`config.mk`:
```
export PLATFORM = sky130hd
export DESIGN_NAME = branch_predict_unit
export DESIGN_NICKNAME = d
export VERILOG_FILES = /design/src/rtl/branch_predict_unit.sv
export SDC_FILE = /design/constraint.sdc
export NUM_CORES = 1
export LEC_CHECK = 0
export CAP_MARGIN = 20
export CELL_PAD_IN_SITES_DETAIL_PLACEMENT = 0
export CELL_PAD_IN_SITES_GLOBAL_PLACEMENT = 1
export CORE_ASPECT_RATIO = 1.5
export CORE_UTILIZATION = 30
export CTS_CLUSTER_DIAMETER = 200
export DETAILED_ROUTE_END_ITERATION = 8
export MAX_ROUTING_LAYER = met4
export PLACE_DENSITY_LB_ADDON = 0.1
export SYNTH_ARGS = -nofsm -noshare
export SYNTH_HDL_FRONTEND = slang
export SYNTH_SLANG_ARGS = --single-unit
```
`constraint.sdc`:
```
create_clock -name clk -period 10.35 [get_ports clk]
set_input_delay 2.07 -clock clk [delete_from_list [all_inputs] [get_ports clk]]
set_output_delay 2.07 -clock clk [all_outputs]
set_load 0.01 [all_outputs]
```
`src/rtl/branch_predict_unit.sv`:
```
// branch_predict_unit: resolves RV32I conditional branches in EX, predicts
// from a BHT of saturating counters in IF, and counts branches/mispredictions.
module branch_predict_unit #(
  parameter int XLEN        = 32,
  parameter int BHT_ENTRIES = 64,
  parameter int CTR_BITS    = 2,
  parameter int STAT_W      = 16
) (
  input  logic              clk,
  input  logic              rst_n,
  input  logic [XLEN-1:0]   if_pc,
  output logic              if_pred_taken,
  input  logic              ex_valid,
  input  logic              ex_branch,
  input  logic [2:0]        ex_funct3,
  input  logic [XLEN-1:0]   ex_pc,
  input  logic              ex_pred_taken,
  input  logic              zero_flag,
  input  logic              lt_flag,
  input  logic              ltu_flag,
  output logic              take_branch,
  output logic              mispredict,
  output logic              illegal_branch,
  output logic [STAT_W-1:0] branch_count,
  output logic [STAT_W-1:0] mispredict_count
);
  localparam int IDX_W = $clog2(BHT_ENTRIES);
  localparam logic [CTR_BITS-1:0] CTR_MAX = '1;
  localparam logic [CTR_BITS-1:0] CTR_ONE = 1;
  // Weakly-not-taken: MSB clear, all lower bits set (0 for a 1-bit counter).
  localparam logic [CTR_BITS-1:0] CTR_RST = CTR_MAX >> 1;
  localparam logic [STAT_W-1:0] STAT_ONE = 1;

  logic [CTR_BITS-1:0] bht_q [BHT_ENTRIES];
  logic [CTR_BITS-1:0] ex_ctr, ctr_d;
  logic [STAT_W-1:0]   branch_count_q, branch_count_d;
  logic [STAT_W-1:0]   mispredict_count_q, mispredict_count_d;
  logic [IDX_W-1:0]    if_idx, ex_idx;
  logic                br, raw_dir, resolve_en;

  assign if_idx = if_pc[IDX_W+1:2];
  assign ex_idx = ex_pc[IDX_W+1:2];
  assign if_pred_taken = rst_n & bht_q[if_idx][CTR_BITS-1];
  assign branch_count = branch_count_q;
  assign mispredict_count = mispredict_count_q;

  // funct3[0] inverts the base condition; funct3[2:1] selects zero/lt/ltu.
  always_comb begin
    br             = ex_valid && ex_branch;
    illegal_branch = br && (ex_funct3[2:1] == 2'b01);
    resolve_en     = br && !illegal_branch;
    raw_dir        = ex_funct3[2] ? (ex_funct3[1] ? ltu_flag : lt_flag) : zero_flag;
    take_branch    = resolve_en && (raw_dir ^ ex_funct3[0]);
    mispredict     = resolve_en && (take_branch != ex_pred_taken);
    ex_ctr         = bht_q[ex_idx];
    ctr_d          = take_branch ? ((ex_ctr == CTR_MAX) ? ex_ctr : ex_ctr + CTR_ONE)
                                 : ((ex_ctr == '0) ? ex_ctr : ex_ctr - CTR_ONE);
    branch_count_d     = (resolve_en && branch_count_q != '1) ? branch_count_q + STAT_ONE
                                                               : branch_count_q;
    mispredict_count_d = (mispredict && mispredict_count_q != '1) ? mispredict_count_q + STAT_ONE
                                                                  : mispredict_count_q;
  end

  always_ff @(posedge clk or negedge rst_n) begin
    if (!rst_n) begin
      for (int i = 0; i < BHT_ENTRIES; i++) bht_q[i] <= CTR_RST;
      branch_count_q     <= '0;
      mispredict_count_q <= '0;
    end else begin
      if (resolve_en) bht_q[ex_idx] <= ctr_d;
      branch_count_q     <= branch_count_d;
      mispredict_count_q <= mispredict_count_d;
    end
  end
endmodule
```
# Word-level counts from Yosys, hierarchy flattened
# Index checks and enable logic that the tools add are counted.
# totals
reg_bits,160
# op_classes
n_addsub,4
order_cmp,3
n_eq_ne,5
muxes,14
bitwise,4
reduce_logical,10
# ops
operator,count
128-bit bitwise mux,1
"16-bit by 1-bit adder with 16-bit output, second input constant",2
"16-bit != test, second input constant",2
2-bit binary-select mux with 6-bit select,2
2-bit two-way mux,8
"7-bit greater-or-equal comparator, second input constant",2
6-bit inverter with 7-bit output,2
2-bit demux with 6-bit select,1
1-bit logical AND,8
"7-bit by 1-bit < comparator with 1-bit output, second input constant",1
"2-bit by 1-bit adder with 2-bit output, second input constant",1
"2-bit by 1-bit == test with 1-bit output, second input constant",1
"2-bit == test, second input constant",1
2-bit logical NOT,1
1-bit two-way mux,2
"2-bit by 1-bit subtractor with 2-bit output, second input constant",1
1-bit AND,1
1-bit logical NOT,1
1-bit != test,1
1-bit XOR,1

# Logic depth before layout (Yosys ltp)
# depth
ltp_word,8
depth_mapped,12
ltp_nobuf,7

# Worst setup path after synthesis
# No wires, ideal clock.
# synth_timing
path_kind,input -> output
start,input port if_pc[2]
end,output port if_pred_taken
arrival_time_ns,4.650
slack_ns,3.630
stages,6
n_path_buf,2
path_cell_list,clkbuf_1 > buf_1 > mux4_2 > mux4_2 > mux4_2 > and2_1
# synth_via
elab_chain_cells,5
# synth_rtl
item,line,text
"start, declared",11,"input logic [XLEN-1:0] if_pc,"
6-bit inverter with 7-bit output (implied by the code),43,assign if_pred_taken = rst_n & bht_q[if_idx][CTR_BITS-1];
2-bit binary-select mux with 6-bit select,43,
2-bit two-way mux (implied by the code) (2 in series),43,
1-bit AND,43,
"end, declared",12,"output logic if_pred_taken,"
# Every way passes these cells. The select of a mux whose other input is x is not followed.

# Worst setup path in the final report
# layout_timing
start,input port if_pc[3]
end,output port if_pred_taken
# The elaborated chain is that of the path after synthesis.

==> out/results.ini <==
[run_status]
status=complete, but fails checks
violations=DRC

[synth]
yosys-top-cells-count=210 x nor2_1, 132 x a31oi_1, 96 x dfrtp_1
netlist_area_um2=8360
ys_seq_elements=160
yosysMostFrequentCell=nor2_1
syn_inst=798
synthArstFlopShare_pct=100
yosysSeqAreaShare_pct=48.8
synth_edf_count=0
ys.flop_type=dfrtp_1
yosysTopAreaCell=dfrtp_1
yosys-top-cells-area=dfrtp_1 29%, dfstp_2 20%, a31oi_1 9.9%, nor2_1 9.4%, mux4_2 8.6%
avgSynthCellArea_um2=10.5
synth_nets=875
synth_top_cell_area_share_pct=28.7
synth.distinct_cells=59
ys.warnings.count=0

[critical_path]
crit_required_ns=8.28
r2r_end=bht_q[26]
startpoint=if_pc[3]
worstPathArrival_ns=5.31
rr_worst_depth=8
cp_num_buf_inv=2
path_depth=6
startpoint_type=primary input
crit_fanout=16
crit_chain=clkdlybuf4s50_1 -> mux4_2 -> mux4_2 -> mux4_2 -> and2_1 -> clkdlybuf4s50_1
reg2reg_from=bht_q[73]
critPathMostFrequentCell=mux4_2
crit_family=buffers and inverters
critical_path_class=in2out
cp-end-kind=output port
r2r_slack_ns=6.49
slowest_stage=clkdlybuf4s50_1
slowest_delay_ns=1.14

[place]
io_buffers=58
placed_area_um2=9100
dp_hpwl_um=17200
routabilityCongestion=0.840

[floorplanning]
ios=111
die_y_um=206
die_w_um=138
start_util_pct=30.6
fp.dieArea_um2=28600
rows=74
fp.coreArea_um2=27300

[timing]
max_slew_margin_pct=31.7
setup_viol=0
rsz0062_at_grt=false
final-max-slew-violation-count=0
skew_ns=0.0100
max_freq_mhz=136
finalHoldViolations=0
tightestPinTransition_ns=1.02
tns_ns=0
period_needed_ns=7.38
finalCritPeriodShare_pct=71.3

[cts]
cts_sinks=160
ctsHtreeMaxLevel=4
worst_skew_pair.late_latency_ns=0.43
cts_setup_buffers=0
numCtsBuffers=17
path_clk_slew_ns=0.06
cts_tree=yes
ctsResizeCount=0
holdBufCountCts=0
root_buffer=clkbuf_16
clock_path_buffers=2

[hold_path]
hp-start=branch_count[12]
worstHoldPathCells=1
hold_path_end=branch_count[12]
hold_path_class=reg2reg

[final_layout]
final_area_um2=9670
fillers=2715
drive_gt1_share_pct=17.9
area_delta_synth_final_pct=15.6
nets=909
antenna_cells=0

[power_and_ir_drop]
p_per_area_nw_per_um2=178
vdd_drop_max_mv=0.110
total_power_w=0.00172
p_leak_nw=3.74

[drt]
drc_errors=6
vias=6548
final_antenna_net_count=0
drt_pre_antenna_iters=7
viasPerCell=5.52
wire_per_inst_um=22.1
drtIter0Drc=523
drt-total-wl_um=26300

[global_routing]
grt_max_degree=94
first_global_vias=6738
grt_pass1_wl_um=41000
grt_util_all_layers_pct=20.0
antenna_found_initial=0
grt.overflow.total=0

[job]
cap_violations=0

[worst reg2reg max path, delay by kind of cell (launching register included)]
kind | cells | cell delay [ns]
AO/OA/AOI/OAI | 6 | 2.37
buffers and inverters | 1 | 0.68
flip-flops | 1 | 0.41
multiplexers | 1 | 0.28
[layer usage]
layer	up-vias	global-route usage [%]	routed length (um)
li1	3018	-	-
met1	3279	23.6	11000
met2	223	34.8	13600
met3	28	2.85	1180
met4	0	6.94	563
met5	-	-	0
[report_power, final]
group	internal, W	switching (W)
combinational	0.000145	0.000159
clock	0.000360	0.000257
sequential	0.000724	0.0000716
[logic make-up (layout without fill, tap and decap cells)]
logic type	after synthesis	count (layout)	share of synthesized area, %
muxes	61	61	12.6
xor gates and xnor gates	31	31	3.43
adders and majority gates	2	2	0.299
buffers and inverters	60	107	4.71
AOI/OAI and AO/OA	182	182	14.5
and+or+nand+nor	302	302	15.6
DFF	160	160	48.8
[state kept, by name (all words and copies together), names as in the netlist]
signal / count
bht_q: 128
branch_count: 16
mispredict_count: 16
[cells in the final DEF (no fill, tap or decap), types with 5 or more instances in the layout]
master / netlist / final
nor2_1: 210 / 210
a31oi_1: 132 / 132
dfrtp_1: 96 / 96
dfstp_2: 64 / 64
clkdlybuf4s50_1: 0 / 56
mux4_2: 32 / 32
nand2_1: 22 / 22
nand3_1: 21 / 21
mux2i_1: 21 / 21
clkbuf_16: 0 / 17
xnor2_1: 16 / 16
xor2_1: 14 / 14
a22oi_1: 12 / 12
buf_4: 13 / 10
inv_1: 7 / 7
nor2b_1: 6 / 6
nand4_1: 6 / 6
mux2_2: 5 / 5
o21ai_0: 5 / 5
o22ai_1: 5 / 5
[worst max path at each step]
stage                    end  slack, ns
6_report       if_pred_taken       2.97
5_1_grt        if_pred_taken       2.92
4_1_cts        if_pred_taken       2.97
3_5_place_dp   if_pred_taken       2.97
3_3_place_gp   if_pred_taken       3.01
2_1_floorplan  if_pred_taken       3.63
[metrics by stage]
stage / instances / util (%) / hold slack (ns) / setup WS [ns]
floorplan: 798 / - / 0.478 / 3.63
global placement: 1155 / 33.3 / 0.477 / 3.01
detailed placement: 1155 / 33.3 / 0.483 / 2.97
CTS: 1187 / 35.4 / 0.499 / 2.97
global route: 1187 / 35.4 / 0.510 / 2.92
finish: 1187 / 35.4 / 0.497 / 2.97
[area by class of cell]
type	instances	area (um^2)	area share [%]
clock inverters	10	114	1.18
multi-input cells	578	3910	40.4
flip-flops and latches	160	4080	42.3
repair buffers	68	652	6.74
clock buffers	22	454	4.70
well taps	342	428	4.43
inverters	7	26.3	0.272
Note: power is estimated with default switching activity, not from simulation.
